File: config.mk
export PLATFORM = sky130hd
export DESIGN_NAME = counter_multimode
export DESIGN_NICKNAME = d
export VERILOG_FILES = /design/src/rtl/counter_pkg.sv /design/src/rtl/counter_multimode_next.sv /design/src/rtl/counter_multimode.sv
export SDC_FILE = /design/constraint.sdc
export NUM_CORES = 1
export LEC_CHECK = 0
export ABC_AREA = 0
export CORE_MARGIN = 8
export CORE_UTILIZATION = 44
export CTS_CLUSTER_DIAMETER = 50
export CTS_CLUSTER_SIZE = 8
export DETAILED_ROUTE_END_ITERATION = 6
export GPL_ROUTABILITY_DRIVEN = 0
export PLACE_DENSITY = 0.73
export SETUP_SLACK_MARGIN = 0.4
export SLEW_MARGIN = 20
export SYNTH_ARGS = -nofsm -noshare
export SYNTH_HDL_FRONTEND = slang
export SYNTH_SLANG_ARGS = --single-unit
File: constraint.sdc
create_clock -name clock -period 2.7 [get_ports clock]
set_clock_uncertainty 0.15 [all_clocks]
set_input_delay 0.54 -clock clock [delete_from_list [all_inputs] [get_ports clock]]
set_output_delay 0.54 -clock clock [all_outputs]
set_load 0.1 [all_outputs]
File: src/rtl/counter_pkg.sv
// Shared types and constant helpers for the multimode counter family.
package counter_pkg;

   typedef enum logic {
      UP   = 1'b0,
      DOWN = 1'b1
   } dir_e;

   typedef enum logic {
      WRAP     = 1'b0,
      SATURATE = 1'b1
   } bound_e;

   // Number of bits needed to hold values 0..v-1, never less than one.
   function automatic int clog2(input int v);
      int r;
      r = 1;
      for (int i = 1; i < 31; i++) begin
         if ((1 << i) < v) r = i + 1;
      end
      return r;
   endfunction

endpackage

File: src/rtl/counter_multimode_next.sv
// Combinational next-state unit: one step up or down with wrap or clamp at the bounds.
module counter_multimode_next
   import counter_pkg::*;
#(
   parameter int MAX   = 16,
   parameter int WIDTH = clog2(MAX)
) (
   input  logic [WIDTH-1:0] state_i,
   input  logic [WIDTH-1:0] s_i,
   input  dir_e             down_i,
   input  bound_e           saturate_i,
   output logic [WIDTH-1:0] next_o,
   output logic             tc_o
);

   localparam logic [WIDTH:0]   MAX_W = (WIDTH+1)'(MAX);
   localparam logic [WIDTH:0]   TOP_W = (WIDTH+1)'(MAX - 1);
   localparam logic [WIDTH-1:0] TOP_N = WIDTH'(MAX - 1);

   logic [WIDTH:0]   sumUp;
   logic [WIDTH-1:0] wrapUp;
   logic [WIDTH-1:0] wrapDown;

   // One extra bit keeps state+s exact, so the bound test never sees a silent overflow.
   always_comb begin
      sumUp    = {1'b0, state_i} + {1'b0, s_i};
      wrapUp   = WIDTH'(sumUp - MAX_W);
      wrapDown = WIDTH'({1'b0, state_i} + MAX_W - {1'b0, s_i});
      next_o   = state_i;
      tc_o     = 1'b0;
      if (s_i != '0) begin
         if (down_i == UP) begin
            if (sumUp <= TOP_W) begin
               next_o = sumUp[WIDTH-1:0];
            end else begin
               tc_o   = 1'b1;
               next_o = (saturate_i == SATURATE) ? TOP_N : wrapUp;
            end
         end else begin
            if (state_i >= s_i) begin
               next_o = state_i - s_i;
            end else begin
               tc_o   = 1'b1;
               next_o = (saturate_i == SATURATE) ? '0 : wrapDown;
            end
         end
      end
   end

endmodule

File: src/rtl/counter_multimode.sv
// Modulo counter with direction, programmable step, wrap/saturate and an output delay line.
// Optional q==match_val comparator is built when COUNTER_MULTIMODE_MATCH_EN is defined.
module counter_multimode
   import counter_pkg::*;
#(
   parameter int MAX        = 16,
   parameter int WIDTH      = clog2(MAX),
   parameter int STEP_WIDTH = 4,
   parameter int DELAY      = 0
) (
   input  logic                  clock,
   input  logic                  reset,
   input  logic [WIDTH-1:0]      d,
   input  logic                  load,
   input  logic                  enable,
   input  logic                  down,
   input  logic [STEP_WIDTH-1:0] step,
   input  logic                  saturate,
   output logic [WIDTH-1:0]      q,
   output logic                  tc
`ifdef COUNTER_MULTIMODE_MATCH_EN
   ,
   input  logic [WIDTH-1:0]      match_val,
   output logic                  match
`endif
);

   localparam int TOP = MAX - 1;

   logic [WIDTH-1:0] state_q, state_d;
   logic             tc_q, tc_d;
   logic [WIDTH-1:0] stepEff;
   logic [WIDTH-1:0] loadVal;
   logic [WIDTH-1:0] nextState;
   logic             nextTc;

   // Out-of-range step and load values are clamped to the top of the count range.
   always_comb begin
      stepEff = (int'(step) > TOP) ? WIDTH'(TOP) : WIDTH'(step);
      loadVal = (int'(d) > TOP) ? WIDTH'(TOP) : d;
   end

   counter_multimode_next #(
      .MAX   (MAX),
      .WIDTH (WIDTH)
   ) uNext (
      .state_i    (state_q),
      .s_i        (stepEff),
      .down_i     (dir_e'(down)),
      .saturate_i (bound_e'(saturate)),
      .next_o     (nextState),
      .tc_o       (nextTc)
   );

   always_comb begin
      state_d = state_q;
      tc_d    = 1'b0;
      if (load) begin
         state_d = loadVal;
      end else if (enable) begin
         state_d = nextState;
         tc_d    = nextTc;
      end
   end

   always_ff @(posedge clock or posedge reset) begin
      if (reset) begin
         state_q <= '0;
         tc_q    <= 1'b0;
      end else begin
         state_q <= state_d;
         tc_q    <= tc_d;
      end
   end

   generate
      if (DELAY == 0) begin : gNoDelay
         assign q  = state_q;
         assign tc = tc_q;
      end else begin : gDelay
         logic [WIDTH-1:0] qPipe_q [DELAY];
         logic [DELAY-1:0] tcPipe_q;

         // q and tc travel through the same number of stages so they stay aligned.
         always_ff @(posedge clock or posedge reset) begin
            if (reset) begin
               for (int i = 0; i < DELAY; i++) qPipe_q[i] <= '0;
               tcPipe_q <= '0;
            end else begin
               qPipe_q[0]  <= state_q;
               tcPipe_q[0] <= tc_q;
               for (int i = 1; i < DELAY; i++) begin
                  qPipe_q[i]  <= qPipe_q[i-1];
                  tcPipe_q[i] <= tcPipe_q[i-1];
               end
            end
         end

         assign q  = qPipe_q[DELAY-1];
         assign tc = tcPipe_q[DELAY-1];
      end
   endgenerate

`ifdef COUNTER_MULTIMODE_MATCH_EN
   assign match = (q == match_val);
`endif

endmodule

After elaboration in Yosys (flattened, before gate mapping):

Index checks and enable logic that the tools add are counted.
W data, S select, Z words.

* reductions and logical operators: 4
* multiplexer cells: 14
* add/subtract/negate cells: 5
* order comparisons: 2

Operators by type and width (count)
* $mux W4: 8
* $sub A4 B4 Y4: 2
* $mux W1: 6
* $add A4 B4 Y5: 1
* $le A5 B4 Y1 const B: 1
* $add A4 B1 Y4 const B: 1
* $ge A4 B4 Y1: 1
* $reduce_bool A2 Y1: 2
* $reduce_bool A4 Y1: 1
* $sub A4 B1 Y4 const B: 1
* $reduce_and A2 Y1: 1

* output and inout port bits: 5
* logic and storage cells: 27
* input port bits: 14
* register bits: 5

Depth between registers and ports, before layout:

Gate-level depths: netlist of the first run.

* word-level depth: 8
* gate-level depth with buffers: 9
* gate-level depth less buffers: 9

By module:

From an unflattened synthesis of the first run, not the netlist that was laid out.

* cell total of the unflattened synthesis: 79
* area total of the unflattened synthesis: 668.1 um2

By module, submodules not included
* counter_multimode_next: instances 1, seq. area each 0.0 um2, area each 440.4 um2, cells an instance 57
* counter_multimode: instances 1, seq. area each 125.1 um2, area each 227.7 um2, cells an instance 22

Worst setup path before layout of the first run:

Ideal clock, no wire load.

* kind: register -> register
* start point: reg state_q[0] (netlist: q[0])
* end point: reg state_q[2] (netlist: q[2])
* arrival time: 2.294 ns
* setup slack: 0.124 ns
* required time: 2.418 ns
* library setup time: 0.132 ns
* buffers on the path: 0
* clock period less this slack: 2.576 ns
* stages on the path, launching flop included: 8
* cell sequence: dfrtp_1 -> ha_1 -> fa_1 -> nand2b_4 -> a221o_2 -> a21oi_1 -> a2111oi_1 -> nor2_1

* longest elaborated chain between the ends: 8
* elaborated cells on any way between the ends: 15
* classes of those cells: 5 x add/sub; 2 x order compare; 8 x mux

Ends and longest elaborated chain
* start, declared: line counter_multimode.sv:30 `logic [WIDTH-1:0] state_q, state_d;`
* start signal, assigned: line counter_multimode.sv:71 `state_q <= state_d;`
* $add A4 B4 Y5 or $add A4 B1 Y4 (tied branches): line counter_multimode_next.sv:26, counter_multimode_next.sv:28
* $sub A4 B1 Y4 or $sub A4 B4 Y4 (tied branches): line counter_multimode_next.sv:27, counter_multimode_next.sv:28
* $mux W4, on equally long branches: line counter_multimode_next.sv:37, counter_multimode_next.sv:44
* $mux W4, on equally long branches: line counter_multimode_next.sv:33, counter_multimode_next.sv:40
* $mux W4 *: line counter_multimode_next.sv:32 `if (down_i == UP) begin`
* $mux W4 *: line counter_multimode_next.sv:31 `if (s_i != '0) begin`
* $mux W4 *: line counter_multimode.sv:60 `end else if (enable) begin`
* $mux W4 *: line counter_multimode.sv:58 `if (load) begin`

Every way passes the cells marked *; elsewhere a longest branch is shown, timed or not. The select of a mux whose other input is x is not followed.
A chain may end at the register's enable or synchronous reset.

Worst setup path in the final report of the first run:

Ends and elaborated chain as after synthesis.

==> results of run 1 <==
[worst min-delay path by stage]
stage / cells after the start / startpoint / to
floorplan: 1 / reset / tc
global placement: 2 / q[2] / q[2]
detailed placement: 2 / q[2] / q[2]
CTS: 2 / reset / q[2]
global route: 2 / reset / q[2]
finish: 2 / reset / q[2]
[what timing repair did]
action	CTS	global route
buffers inserted	0	1
endpoints found under the setup margin	4	4
gates resized for setup	10	13
pin swaps	4	9
[critical path, cell delays in order, from the launching register on]
cell and delay [ns]:
dfrtp_2 0.43, inv_1 0.07, ha_2 0.17, inv_1 0.05, fa_2 0.35, a21oi_2 0.13, o21ai_2 0.08, o21a_1 0.20
a2111oi_2 0.35, nor2_1 0.06
[state kept, by name (all words and copies together), names as in the netlist]
name  cells
q         4
tc        1
[routing by layer]
layer	GRT usage	routed length, um	up-vias	part of all wire
met1	0.1786	834	307	0.42
li1	-	-	304	-
met3	0.03641	103	2	0.052
met5	0	0	-	0
met4	0.03782	21	0	0.011
met2	0.2461	1005	25	0.51
[final cells by class]
cell class | instances | area, sq um | share of cell area
sequential | 5 | 130.1 | 0.1345
tap | 15 | 18.77 | 0.01940
timing repair buffer | 28 | 252.7 | 0.2613
inverter | 11 | 41.29 | 0.04269
multi-input combinational | 53 | 498.0 | 0.5149
clock buffer | 4 | 26.28 | 0.02717
[placed cells by master (no fill, tap or decap), types with 2 or more instances in the layout]
cell and n:
a21oi_1 4, a21oi_2 2, a31oi_1 2, buf_4 13
buf_6 2, clkbuf_4 3, clkdlybuf4s50_1 9, dfrtp_2 4
dlymetal6s2s_1 3, fa_2 2, ha_1 3, ha_4 4
inv_1 9, inv_2 2, nand2_1 6, nand2b_1 2
nor2_1 4, o21ai_0 3, o21ai_2 2, o22ai_1 3
xor2_1 3
[cell families (layout without fill, tap and decap cells)]
group,Yosys count,in the layout,synth area share
flip-flops,5,5,0.2066
AND/OR/NAND/NOR,15,15,0.1260
adder cells (fa/ha/maj),10,10,0.2314
buffers and inverters,13,43,0.09503
AO/OA/AOI/OAI,24,24,0.2831
XOR/XNOR,4,4,0.05786
[power groups by stage]
stage          Combinational (uW)  Clock, uW  Sequential [uW]
2_1_floorplan                 131          0              173
3_3_place_gp                  286          0              103
3_5_place_dp                  290          0              103
4_1_cts                       306       96.3              104
5_1_grt                       356        106              109
6_report                      333       94.4              106
[stage by stage]
| step | cells | total power (uW) | setup WS, ns |
|---|---|---|---|
| after floorplan | 71 | 303.6 | 0.3379 |
| after global placement | 111 | 388.3 | -0.01992 |
| after detailed placement | 111 | 393.1 | -0.1250 |
| after CTS | 115 | 506.5 | 0.4090 |
| after global routing | 116 | 570.6 | 0.4173 |
| final | 116 | 533.4 | 0.5431 |
==> metrics.txt, run 1 <==
register area share after synthesis=0.2066; Max-slew headroom=0.6907; vias in the first global route=639; unique cell type count in the Yosys netlist=29; DR vias/cell=5.500; clock power share=0.177; Cells after Synth=71; Final period util=0.7988; final antenna-violating net count=0; dominant synthesized flop cell=dfrtp_1; Synth Cell Area=605.6 sq um; # diodes=0; CP required=2.68 ns; Starting Density=0.4654; FF-to-FF End=q[2]; total track usage=0.1459; actual slew at the worst max-slew pin=0.4590 ns; final core occ=0.7433; Iteration-0 DRC Markers=11; CP arrival=2.14 ns; post-synthesis register bit count=5; Setup violations, final=0; Max Cap Viol=0; hold buffers post-CTS=0; # rows=13; Period minus WS final=2.157 ns; setup tns final=0 ns; crit path from=q[0]; Max FO, Critical Path=4; Reg power frac=0.199; startpoint types=flop; grt total ovfl=0; CORE AREA=0.001301 sq mm; drt total wl=1965 um; Switching Power=250.4 uW; largest net degree at the start of global routing=7; layout cells sized above 1=0.4158; status=complete, no violations; reg2reg setup slack=0.54 ns; die height=53.10 um; routed len/inst=16.94 um; Setup CP Type=reg -> reg; area of the die=0.002820 sq mm; CTS Buf Count=3; Cell Int Power=283.0 uW; H-tree levels=1; hold_ws=0.3412 ns; Async SR Flop Fraction=1.000; Synth warnings=0; IO Port Bufs=18; Final Hold Vio Count=0; area post-placement=848.3 sq um; final design area excluding fillers=967.2 sq um; Clock transition at path regs=0.06 ns; initial antenna violation count=0; Synth top cells by count=11 x inv_1, 8 x ha_1, 6 x nand2_1, 5 x a21oi_1, 5 x dfrtp_1; NumNets Final=126; Cell Pwr Density=551.5 mW/mm^2; Worst IR Drop VDD=0.3479 mV; fillcell total=112; f_max=463.6 MHz; Area growth syn-to-layout=59.71%; Post-synth EDFFs=0; RSZ-0062 raised after global routing=no; leakage=0.0004466 uW; IO Count=19; R2R Path Start=q[0]; Hold Path Class=in -> async; Setup crit end=q[2]; Synth top area share=0.2066; number of remaining DRC errors=0; deepest clock path buffer count=2; count leader, synth=inv_1; worst reg2reg path depth=9; routed vias=638; mean post-synth cell area=8.529 sq um; CTS Root Buffer Type=clkbuf_4; CTS tree=yes; biggest area consumer among synthesized cells=dfrtp_1; Pins Over Slew Limit=0; Detail Placement HPWL=1464 um; combinational power share=0.623; die span in x=53.10 um; Synth area leaders=dfrtp_1 21%, ha_1 17%, inv_1 6.8%; Critical Path End Type=flop; first-pass GRT wire length=3091 um; syn_nets=95; Net Sw Frac=0.4695; Sink Count=5; clk_lat worst skew=0.25 ns; TritonRoute pass-1 iters=4
Power figures use the tool's default switching activity.
==> inputs of run 2 (changes only) <==
--- a/config.mk
+++ b/config.mk
@@ -7,12 +7,12 @@
 export LEC_CHECK = 0
 export ABC_AREA = 0
 export CORE_MARGIN = 8
-export CORE_UTILIZATION = 44
+export CORE_UTILIZATION = 40
 export CTS_CLUSTER_DIAMETER = 50
 export CTS_CLUSTER_SIZE = 8
 export DETAILED_ROUTE_END_ITERATION = 6
 export GPL_ROUTABILITY_DRIVEN = 0
-export PLACE_DENSITY = 0.73
+export PLACE_DENSITY = 0.7
 export SETUP_SLACK_MARGIN = 0.4
 export SLEW_MARGIN = 20
 export SYNTH_ARGS = -nofsm -noshare
==> constraint.sdc (replaced) <==
create_clock -name clock -period 1.85 [get_ports clock]
set_clock_uncertainty 0.15 [all_clocks]
set_input_delay 0.37 -clock clock [delete_from_list [all_inputs] [get_ports clock]]
set_output_delay 0.37 -clock clock [all_outputs]
set_load 0.1 [all_outputs]
==> run 2 against run 1 <==
The run now ends with setup timing left. Maximum frequency shrank 0.97%. Final area grew 31%. Die area increased by 6.9%. Combinational power is 110% higher. Hold slack worse by 0.16 ns. Critical path depth unchanged. Sequential share of layout area shrank 2.4 points. Utilization grew 13 points. Flip-flop and latch count unchanged. Critical endpoint unchanged.
==> metrics.txt, run 2 (same netlist as run 1, synthesis figures left out) <==
status=complete, but fails checks; failing checks=setup timing; # rows=14; clock power share=0.129; RSZ-0062 raised after global routing=yes; Hold Path Class=in -> async; startpoint types=flop; hold buffers post-CTS=0; IO Count=19; actual slew at the worst max-slew pin=0.2997 ns; reg2reg setup slack=-0.33 ns; max reg flops=4; final core occ=0.8744; area of the die=0.003015 sq mm; Sink Count=5; Reg power frac=0.157; layout cells sized above 1=0.5833; grt total ovfl=0; final antenna-violating net count=0; commonest non-fill, non-tap cell in the layout=buf_4; CORE AREA=0.001454 sq mm; Period minus WS final=2.178 ns; leakage=0.0005563 uW; crit path setup slack, layout=-0.3279 ns; drt total wl=2320 um; die height=54.91 um; total track usage=0.1620; CTS Buf Count=3; NumNets Final=145; combinational power share=0.714; routed vias=718; Clock transition at path regs=0.04 ns; die span in x=54.91 um; H-tree levels=1; Worst IR Drop VDD=0.5222 mV; DR vias/cell=5.279; Critical Path End Type=flop; IO Port Bufs=18; most frequent cells in the layout=17 x buf_4, 12 x buf_6, 9 x clkdlybuf4s50_1; deepest clock path buffer count=2; TritonRoute pass-1 iters=4; Net Sw Frac=0.4295; Cell Int Power=571.3 uW; Detail Placement HPWL=1529 um; Cell Pwr Density=787.7 mW/mm^2; fillcell total=76; # diodes=0; f_max=459.2 MHz; Iteration-0 DRC Markers=9; first-pass GRT wire length=3484 um; Setup CP Type=reg -> reg; Max FO, Critical Path=3; Final period util=1.177; initial antenna violation count=0; DP Worst Slack=-0.7687 ns; vias in the first global route=728; clk_lat worst skew=0.25 ns; final total power=1001 uW; Area growth syn-to-layout=109.9%; Pins Over Slew Limit=0; routed len/inst=17.06 um; Switching Power=430.1 uW; Setup violations, final=5; Final Hold Vio Count=0; Max Cap Viol=0; Max-slew headroom=0.7995; CTS Root Buffer Type=clkbuf_4; CTS tree=yes; Starting Density=0.4165; CP arrival=2.15 ns; number of remaining DRC errors=0; largest net degree at the start of global routing=6; CP required=1.83 ns
[run 2: worst max-delay path, stage by stage (launching register included)]
cell	delay (ns)
dfrtp_4	0.49
inv_2	0.07
ha_4	0.13
inv_2	0.03
fa_2	0.35
a21oi_2	0.15
o21ai_2	0.08
o21a_1	0.22
a2111oi_4	0.31
nor2_1	0.07
[run 2: timing repair]
action,CTS,global route
gates resized for setup,30,8
pin swaps,8,5
hold endpoints to repair,0,0
gates cloned,0,0
endpoints found under the setup margin,9,9
buffers inserted,7,3
[run 2: worst paths after layout]
path                              to  cells after the start  startpoint
worst min register to register  q[1]                      3        q[1]
worst max register to register  q[2]                      9        q[0]
worst max-delay path            q[2]                      9        q[0]
worst min-delay path            q[0]                      2       reset
min in group clock              q[1]                      3        d[1]
max in group asynchronous       q[3]                      2       reset
[run 2: through the flow]
stage          instance area (sq um)  TNS, ns  hold slack, ns  cells
2_1_floorplan                  658.1   -1.084       -0.001397     71
5_1_grt                         1271   -1.715          0.1816    136
6_report                        1271   -1.344          0.1805    136
4_1_cts                         1215  -0.8057          0.1772    133
3_5_place_dp                    1035   -2.914          0.4369    122
3_3_place_gp                    1035   -2.695          0.4269    122
[run 2: routing by layer]
layer  part of all wire  wire length, um  track usage
met1               0.42              963       0.2019
met3              0.047              108      0.04278
met5                  0                0            0
met2               0.53             1224       0.2849
met4              0.010               24      0.01200
[run 2: area by class of cell]
cell class | instances | area, sq um | area share
multi-input combinational | 53 | 553.0 | 0.4350
timing repair buffer | 47 | 490.5 | 0.3858
sequential | 5 | 140.1 | 0.1102
inverter | 11 | 41.29 | 0.03248
clock buffer | 4 | 26.28 | 0.02067
tap | 16 | 20.02 | 0.01575
[run 2: power groups by stage]
stage	clock, uW	combinational, uW	sequential (uW)
finish	129	715	157
global route	139	750	159
CTS	131	646	156
detailed placement	0	543	155
global placement	0	535	154
floorplan	0	206	262
